<file path="src/rtl/inst_fetch.sv">
// Instruction fetch stage.
// Builds each 32-bit little-endian instruction from four reads of a byte-wide
// synchronous memory port. The word is held for decode until it is accepted,
// and fetching is redirected whenever a branch/jump arrives from EX.
// Optional direct-mapped instruction cache, enabled by defining ICACHE_EN.
// Valid/ready: inst_valid_o stays high with pc_o/inst_o stable until a cycle where
// id_ready_i=1 and stall_i=0; that cycle is the transfer. branch_i overrides it.
module inst_fetch #(
    parameter logic [31:0] RESET_PC     = 32'h0,
    parameter int          ICACHE_LINES = 16
) (
    input  logic        clk,
    input  logic        rst,
    output logic [31:0] mem_a_o,
    output logic        mem_req_o,
    input  logic [7:0]  mem_din_i,
    input  logic        stall_i,
    input  logic        id_ready_i,
    input  logic        branch_i,
    input  logic [31:0] branch_target_i,
    output logic [31:0] pc_o,
    output logic [31:0] inst_o,
    output logic        inst_valid_o
);

    localparam logic [0:0] ST_FETCH = 1'b0;
    localparam logic [0:0] ST_HOLD  = 1'b1;

    logic [0:0]  state;
    logic [2:0]  cnt;
    logic [23:0] byte_buf;
    logic        accept;
    logic [31:0] word;
    logic        fill_en;
    logic        cache_hit;
    logic [31:0] cache_word;

    assign accept  = inst_valid_o & id_ready_i & ~stall_i;
    // The last byte arrives on the same edge that publishes the word.
    assign word    = {mem_din_i, byte_buf};
    assign fill_en = ~branch_i & (state == ST_FETCH) & (cnt == 3'd4);

`ifdef ICACHE_EN
    localparam int IW = $clog2(ICACHE_LINES);
    localparam int TW = 30 - IW;

    logic [ICACHE_LINES-1:0] line_valid;
    logic [TW-1:0]           line_tag  [ICACHE_LINES];
    logic [31:0]             line_data [ICACHE_LINES];
    logic [IW-1:0]           idx;
    logic [TW-1:0]           tag;

    assign idx        = pc_o[IW+1:2];
    assign tag        = pc_o[31:IW+2];
    assign cache_hit  = line_valid[idx] & (line_tag[idx] == tag);
    assign cache_word = line_data[idx];

    // Line valid bits: set when a fill completes, cleared only by reset.
    always_ff @(posedge clk or negedge rst) begin
        if (!rst) begin
            line_valid <= '0;
        end else if (fill_en) begin
            line_valid[idx] <= 1'b1;
        end
    end

    // Line tag/data storage: written with the assembled word on the final fill edge.
    always_ff @(posedge clk) begin
        if (rst && fill_en) begin
            line_tag[idx]  <= tag;
            line_data[idx] <= word;
        end
    end
`else
    // No storage: never hits. The comparison only keeps the shared parameter referenced.
    assign cache_hit  = (ICACHE_LINES < 0);
    assign cache_word = 32'h0;
`endif

    // Fetch sequencer: byte requests, word assembly, hold for decode, branch redirect.
    always_ff @(posedge clk or negedge rst) begin
        if (!rst) begin
            state        <= ST_FETCH;
            cnt          <= 3'd0;
            byte_buf     <= 24'h0;
            pc_o         <= RESET_PC;
            inst_o       <= 32'h0;
            inst_valid_o <= 1'b0;
            mem_a_o      <= 32'h0;
            mem_req_o    <= 1'b0;
        end else if (branch_i) begin
            // Redirect wins over everything, including a same-cycle accept.
            pc_o         <= branch_target_i;
            inst_valid_o <= 1'b0;
            cnt          <= 3'd0;
            state        <= ST_FETCH;
            mem_req_o    <= 1'b0;
        end else if (state == ST_HOLD) begin
            if (accept) begin
                pc_o         <= pc_o + 32'd4;
                inst_valid_o <= 1'b0;
                cnt          <= 3'd0;
                state        <= ST_FETCH;
            end
        end else if ((cnt == 3'd0) && cache_hit) begin
            inst_o       <= cache_word;
            inst_valid_o <= 1'b1;
            state        <= ST_HOLD;
        end else begin
            case (cnt)
                3'd1:    byte_buf[7:0]   <= mem_din_i;
                3'd2:    byte_buf[15:8]  <= mem_din_i;
                3'd3:    byte_buf[23:16] <= mem_din_i;
                default: byte_buf        <= byte_buf;
            endcase
            if (cnt == 3'd4) begin
                mem_req_o    <= 1'b0;
                inst_o       <= word;
                inst_valid_o <= 1'b1;
                state        <= ST_HOLD;
                cnt          <= 3'd0;
            end else begin
                mem_req_o <= 1'b1;
                mem_a_o   <= pc_o + {29'b0, cnt};
                cnt       <= cnt + 3'd1;
            end
        end
    end

endmodule

</file>
<file path="config.mk">
export PLATFORM = sky130hd
export DESIGN_NAME = inst_fetch
export DESIGN_NICKNAME = d
export VERILOG_FILES = /design/src/rtl/inst_fetch.sv
export SDC_FILE = /design/constraint.sdc
export NUM_CORES = 1
export LEC_CHECK = 0
export ABC_CLOCK_PERIOD_IN_PS = 3950
export BUFFER_PORTS_ARGS = -buffer_cell sky130_fd_sc_hd__buf_4
export CORE_UTILIZATION = 50
export DETAILED_ROUTE_END_ITERATION = 8
export GPL_TIMING_DRIVEN = 0
export PLACE_DENSITY = 0.75
export SYNTH_ARGS = -nofsm -noshare
export SYNTH_HDL_FRONTEND = slang
export SYNTH_SLANG_ARGS = --single-unit
</file>
<file path="constraint.sdc">
create_clock -name clk -period 3.95 [get_ports clk]
set_input_delay 0.1975 -clock clk [delete_from_list [all_inputs] [get_ports clk]]
set_output_delay 0.1975 -clock clk [all_outputs]
set_load 0.02 [all_outputs]
</file>
-- Yosys cells after proc, flatten, opt, wreduce, memory -nomap -nowiden
Index checks and enable logic that the tools add are counted.
- register bits after elaboration: 126
- bits in latches: 0
- RAM bits: 0
- ROM bits: 0
- input bits: 45
- output and inout bits: 98
- word-level logic and storage cells: 53
- memories kept: 0
- $add $sub $neg: 3
- multiply operators: 0
- divide/modulo/power cells: 0
- $lt $le $gt $ge: 0
- equality and inequality tests: 6
- shifts and indexed selects: 0
- mux-type cells: 18
- bitwise operators: 6
- reduce and logical (&&, ||, !) cells: 10
- operators by type and width (operator ; count):
    two-way mux 32 bit ; 3
    adder 32 x 3 -> 32 bit ; 1
    adder 32 x 3 -> 32 bit, second input constant ; 1
    AND reduction 3 bit ; 5
    two-way mux 3 bit ; 4
    two-way mux 1 bit ; 11
    == test 3 x 2 -> 1 bit, second input constant ; 2
    inverter 1 bit ; 4
    AND reduction 2 bit ; 2
    nonzero test 2 bit ; 2
    adder 3 x 1 -> 3 bit, second input constant ; 1
    == test 3 x 1 -> 1 bit, second input constant ; 1
    == test 3 bit, second input constant ; 1
    inequality test 3 x 2 -> 1 bit, second input constant ; 1
    nonzero test 3 bit ; 1
    bitwise AND 1 bit ; 2
    inequality test 2 bit, second input constant ; 1

-- Logic depth before layout (Yosys ltp)
- depth after elaboration: 5
- gate-level depth with buffers: 8
- mapped depth without buffers: 7

-- Worst setup path after synthesis
No wires, ideal clock.
- path type: reg2reg
- from: reg pc_o[2]
- to: reg mem_a_o[27]
- library setup time: 0.069 ns
- arrival: 2.120 ns
- required time: 3.881 ns
- path slack: 1.761 ns
- cell stages (with the launch flop): 7
- buffers on the path: 0
- clock period less this slack: 2.189 ns
- path through: dfrtp_1 -> ha_1 -> o211ai_1 -> nor4_4 -> nand3_1 -> or4_1 -> nand3_1
- word-level cells in the longest chain between the ends: 1
- RTL lines (element ; RTL line ; text):
    start: declaration ; 21 ; output logic [31:0] pc_o,
    start signal: assignment ; 93 ; pc_o <= branch_target_i;
    start signal: assignment ; 100 ; pc_o <= pc_o + 32'd4;
    adder 32 x 3 -> 32 bit ; 124 ; mem_a_o <= pc_o + {29'b0, cnt};
    end signal: assignment ; 124 ;
    end: declaration ; 14 ; output logic [31:0] mem_a_o,
Every way passes these cells.
A chain may end at the register's enable or synchronous reset.

-- Worst setup path in the final report
- from: reg cnt[1]
- to: reg inst_o[31]
- word-level cells in the longest chain between the ends: 2
- RTL lines (element ; RTL line ; text):
    start: declaration ; 30 ; logic [2:0] cnt;
    start signal: assignment ; 125 ; cnt <= cnt + 3'd1;
    == test 3 bit ; 116 ; if (cnt == 3'd4) begin
    AND reduction 3 bit (no source line) ; -- ;
    end signal: assignment ; 106 ; inst_o <= cache_word;
    end signal: assignment ; 118 ; inst_o <= word;
    end: declaration ; 22 ; output logic [31:0] inst_o,
Every way passes these cells.

==> metrics <==
status=finished with violations; failing checks=DRC; Placement Setup Slack=1.32 ns; CP Data Required Time=4.25 ns; RSZ-0062 raised after global routing=no; die width=111 um; type of origin of the critical path=flip-flop; skew final=0.00954 ns; cells after synthesis=approximately 550; final cycle utilization of the critical path=0.652; post-DP HPWL=10900 um; CTS Buf Count=17; Period minus WS final=2.57 ns; Post-CTS Repair Setup Buffers=0; register area share after synthesis=0.527; top cell type's share of synthesized area=0.527; WL/cell=17.8 um; Bufs on Longest Clock Path=2; I/O pin total=143; synthesized area=5980 um^2; initial antenna violation count=0; Hold Vio Cnt, Final=0; # setup viols final=0; Synth area leader=dfrtp_1; input/output buffers=142; Final WS setup=about 1.4 ns; Non-Filler Instances=886; clock root buffer=clkbuf_16; synthesis warning total=0; total negative slack=0 ns; core footprint=11500 um^2; # resized after CTS=0; Post-Place Cell Area=between 7000 and 8000 um^2; cell count after placement=832; commonest cells after routing, fill and taps aside=buf_4 (141), dfrtp_1 (126), nand2_1 (94), o21ai_0 (60), mux2_2 (58); Starting Density=0.519; Clock Pin Slew Worst Setup and Hold Paths=0.06 ns; Syn Nets=601; Max Clock Freq=388 MHz; vias in the first global route=5050; DRC Markers=24; antenna viol nets, final=0; worst r2r src=cnt[1]; cells along the critical path=inv_1 > ha_1 > nand2_1 > nor3_1 > clkbuf_1 > mux2_2; final instance area=between 8000 and 9000 um^2; gr ovfl total=0; VDD IR max=0.530 mV; Max Slew Vio Count=0; Post-CTS Hold Fix Bufs=22; commonest non-fill, non-tap cell in the layout=buf_4; largest net degree at the start of global routing=79; Netlist cell types=41; Final Util=0.703; CP Data Arrival Time=2.88 ns; Slew headroom=0.424; Clock Sinks=126; kind of critical path=reg2reg; Synth area leaders=dfrtp_1 (53%), mux2_2 (11%), nand2_1 (5.9%); power after layout=4.91 mW; worst stage delay on the critical path=0.67 ns; DR iter-0 viols=between 200 and 300; Tightest Pin Transition=0.857 ns; TritonCTS clock tree=built; HP Start=branch_target_i[9]; Clock Latency Late Sink=roughly 0.42 ns; Hold Slack=slightly below 0.01 ns; Placer Congestion=0.853; Total Wirelength=15800 um; die area=12400 um^2; Worst Hold Class=in2reg; #FFs+latches synth=about 130; leakage=around 3.7 nW; GR Util All Layers=0.272; NumNets Final=785; TritonRoute pass-1 iters=6; antenna cells=0; Via density=around 5.5; Crit. End Element=flip-flop; syn avg cell area=between 10 and 15 um^2; Crit Path Max Fanout=10; Crit-path slowest cell=nor3_1; R2R setup slack=1.38 ns; Layout area overhead=35.3%; # rows=39; first-pass GRT wire length=26000 um; share of cells above drive strength 1=0.346; H-tree Lvls=4; die height=111 um; routed vias=4877; Max Cap Viol=0; worst setup path startpoint=cnt[1]; Power Density=607 nW/um^2
==> cell type report <==
| class | count | area (um^2) |
|---|---|---|
| fillers | 833 | 3420 |
| clock buffers | 20 | 457 |
| multi-input cells | 382 | 2670 |
| repair buffers | 165 | 1320 |
| clock inverters | 12 | 160 |
| plain buffers | 34 | 139 |
| inverters | 4 | 15.0 |
| flip-flops and latches | 126 | 3150 |
| well taps | 143 | 179 |
==> state kept, by name, summed over array words and instances (netlist names) <==
signal / flops
mem_req_o: 1
cnt: 3
mem_a_o: 32
inst_o: 32
state: 1
pc_o: 32
byte_buf: 24
inst_valid_o: 1
==> routing by layer <==
layer	wire length, um	GRT usage	vias up	share of wire
met5	0	0	-	0
met4	245	0.107	0	0.015
met3	1150	0.0822	27	0.073
met2	7920	0.450	190	0.50
met1	6500	0.336	2406	0.41
li1	-	-	2254	-
==> Yosys cell counts <==
cell,n
o211ai_1,3
and3_1,4
o21ai_1,1
nand2_1,94
buf_2,4
or3_1,1
and4_1,2
nand4b_2,1
a211oi_1,1
nor4_1,3
nor3_4,1
xor2_1,32
fa_1,1
ha_1,9
nor4_2,2
inv_1,4
nand4_2,1
nor2b_1,4
nand4_4,2
or2_2,4
clkbuf_1,25
nand3_2,1
nand4_1,16
a22o_1,1
o21a_1,2
a21oi_1,2
nor3_1,8
xnor2_1,22
nand3_1,18
o21ai_0,60
nor4_4,4
and2_1,4
mux2i_1,1
nand2b_1,1
a21o_1,2
dfrtp_1,126
and4b_1,1
clkbuf_2,5
nor2_1,11
or4_1,4
mux2_2,58
==> kinds of logic (layout without fill, tap and decap cells) <==
| kind of cell | Yosys count | in the layout | share of synthesized area |
|---|---|---|---|
| muxes | 59 | 59 | 0.111 |
| DFF | 126 | 126 | 0.527 |
| adders and majority gates | 10 | 10 | 0.0222 |
| and+or+nand+nor | 187 | 187 | 0.171 |
| buffers and inverters | 38 | 235 | 0.0257 |
| AOI/OAI and AO/OA | 72 | 72 | 0.0642 |
| xor gates and xnor gates | 54 | 54 | 0.0791 |
==> where the power goes <==
| group | total [mW] | internal [mW] | switching, mW |
|---|---|---|---|
| clock network | 1.62 | 1.03 | 0.595 |
| registers | 1.91 | 1.66 | 0.247 |
| logic | 1.38 | 0.653 | 0.727 |
==> worst paths after layout <==
check                                  end  cells past startpoint
max in group asynchronous       inst_o[30]                      3
worst max-delay path            inst_o[31]                      6
worst min register to register  mem_a_o[8]                      2
min in group asynchronous         pc_o[13]                      2
worst min-delay path               pc_o[9]                      3
worst max register to register  inst_o[31]                      6
==> worst max-delay path, delay by kind of cell, from the launching register on <==
| kind | cells | cell delay, ns |
|---|---|---|
| buffers and inverters | 2 | 0.72 |
| multiplexers | 1 | 0.41 |
| flip-flops | 1 | 0.46 |
| adder cells (fa/ha/maj) | 1 | 0.14 |
| AND/OR/NAND/NOR | 2 | 0.74 |
Note: power is estimated with default switching activity, not from simulation.
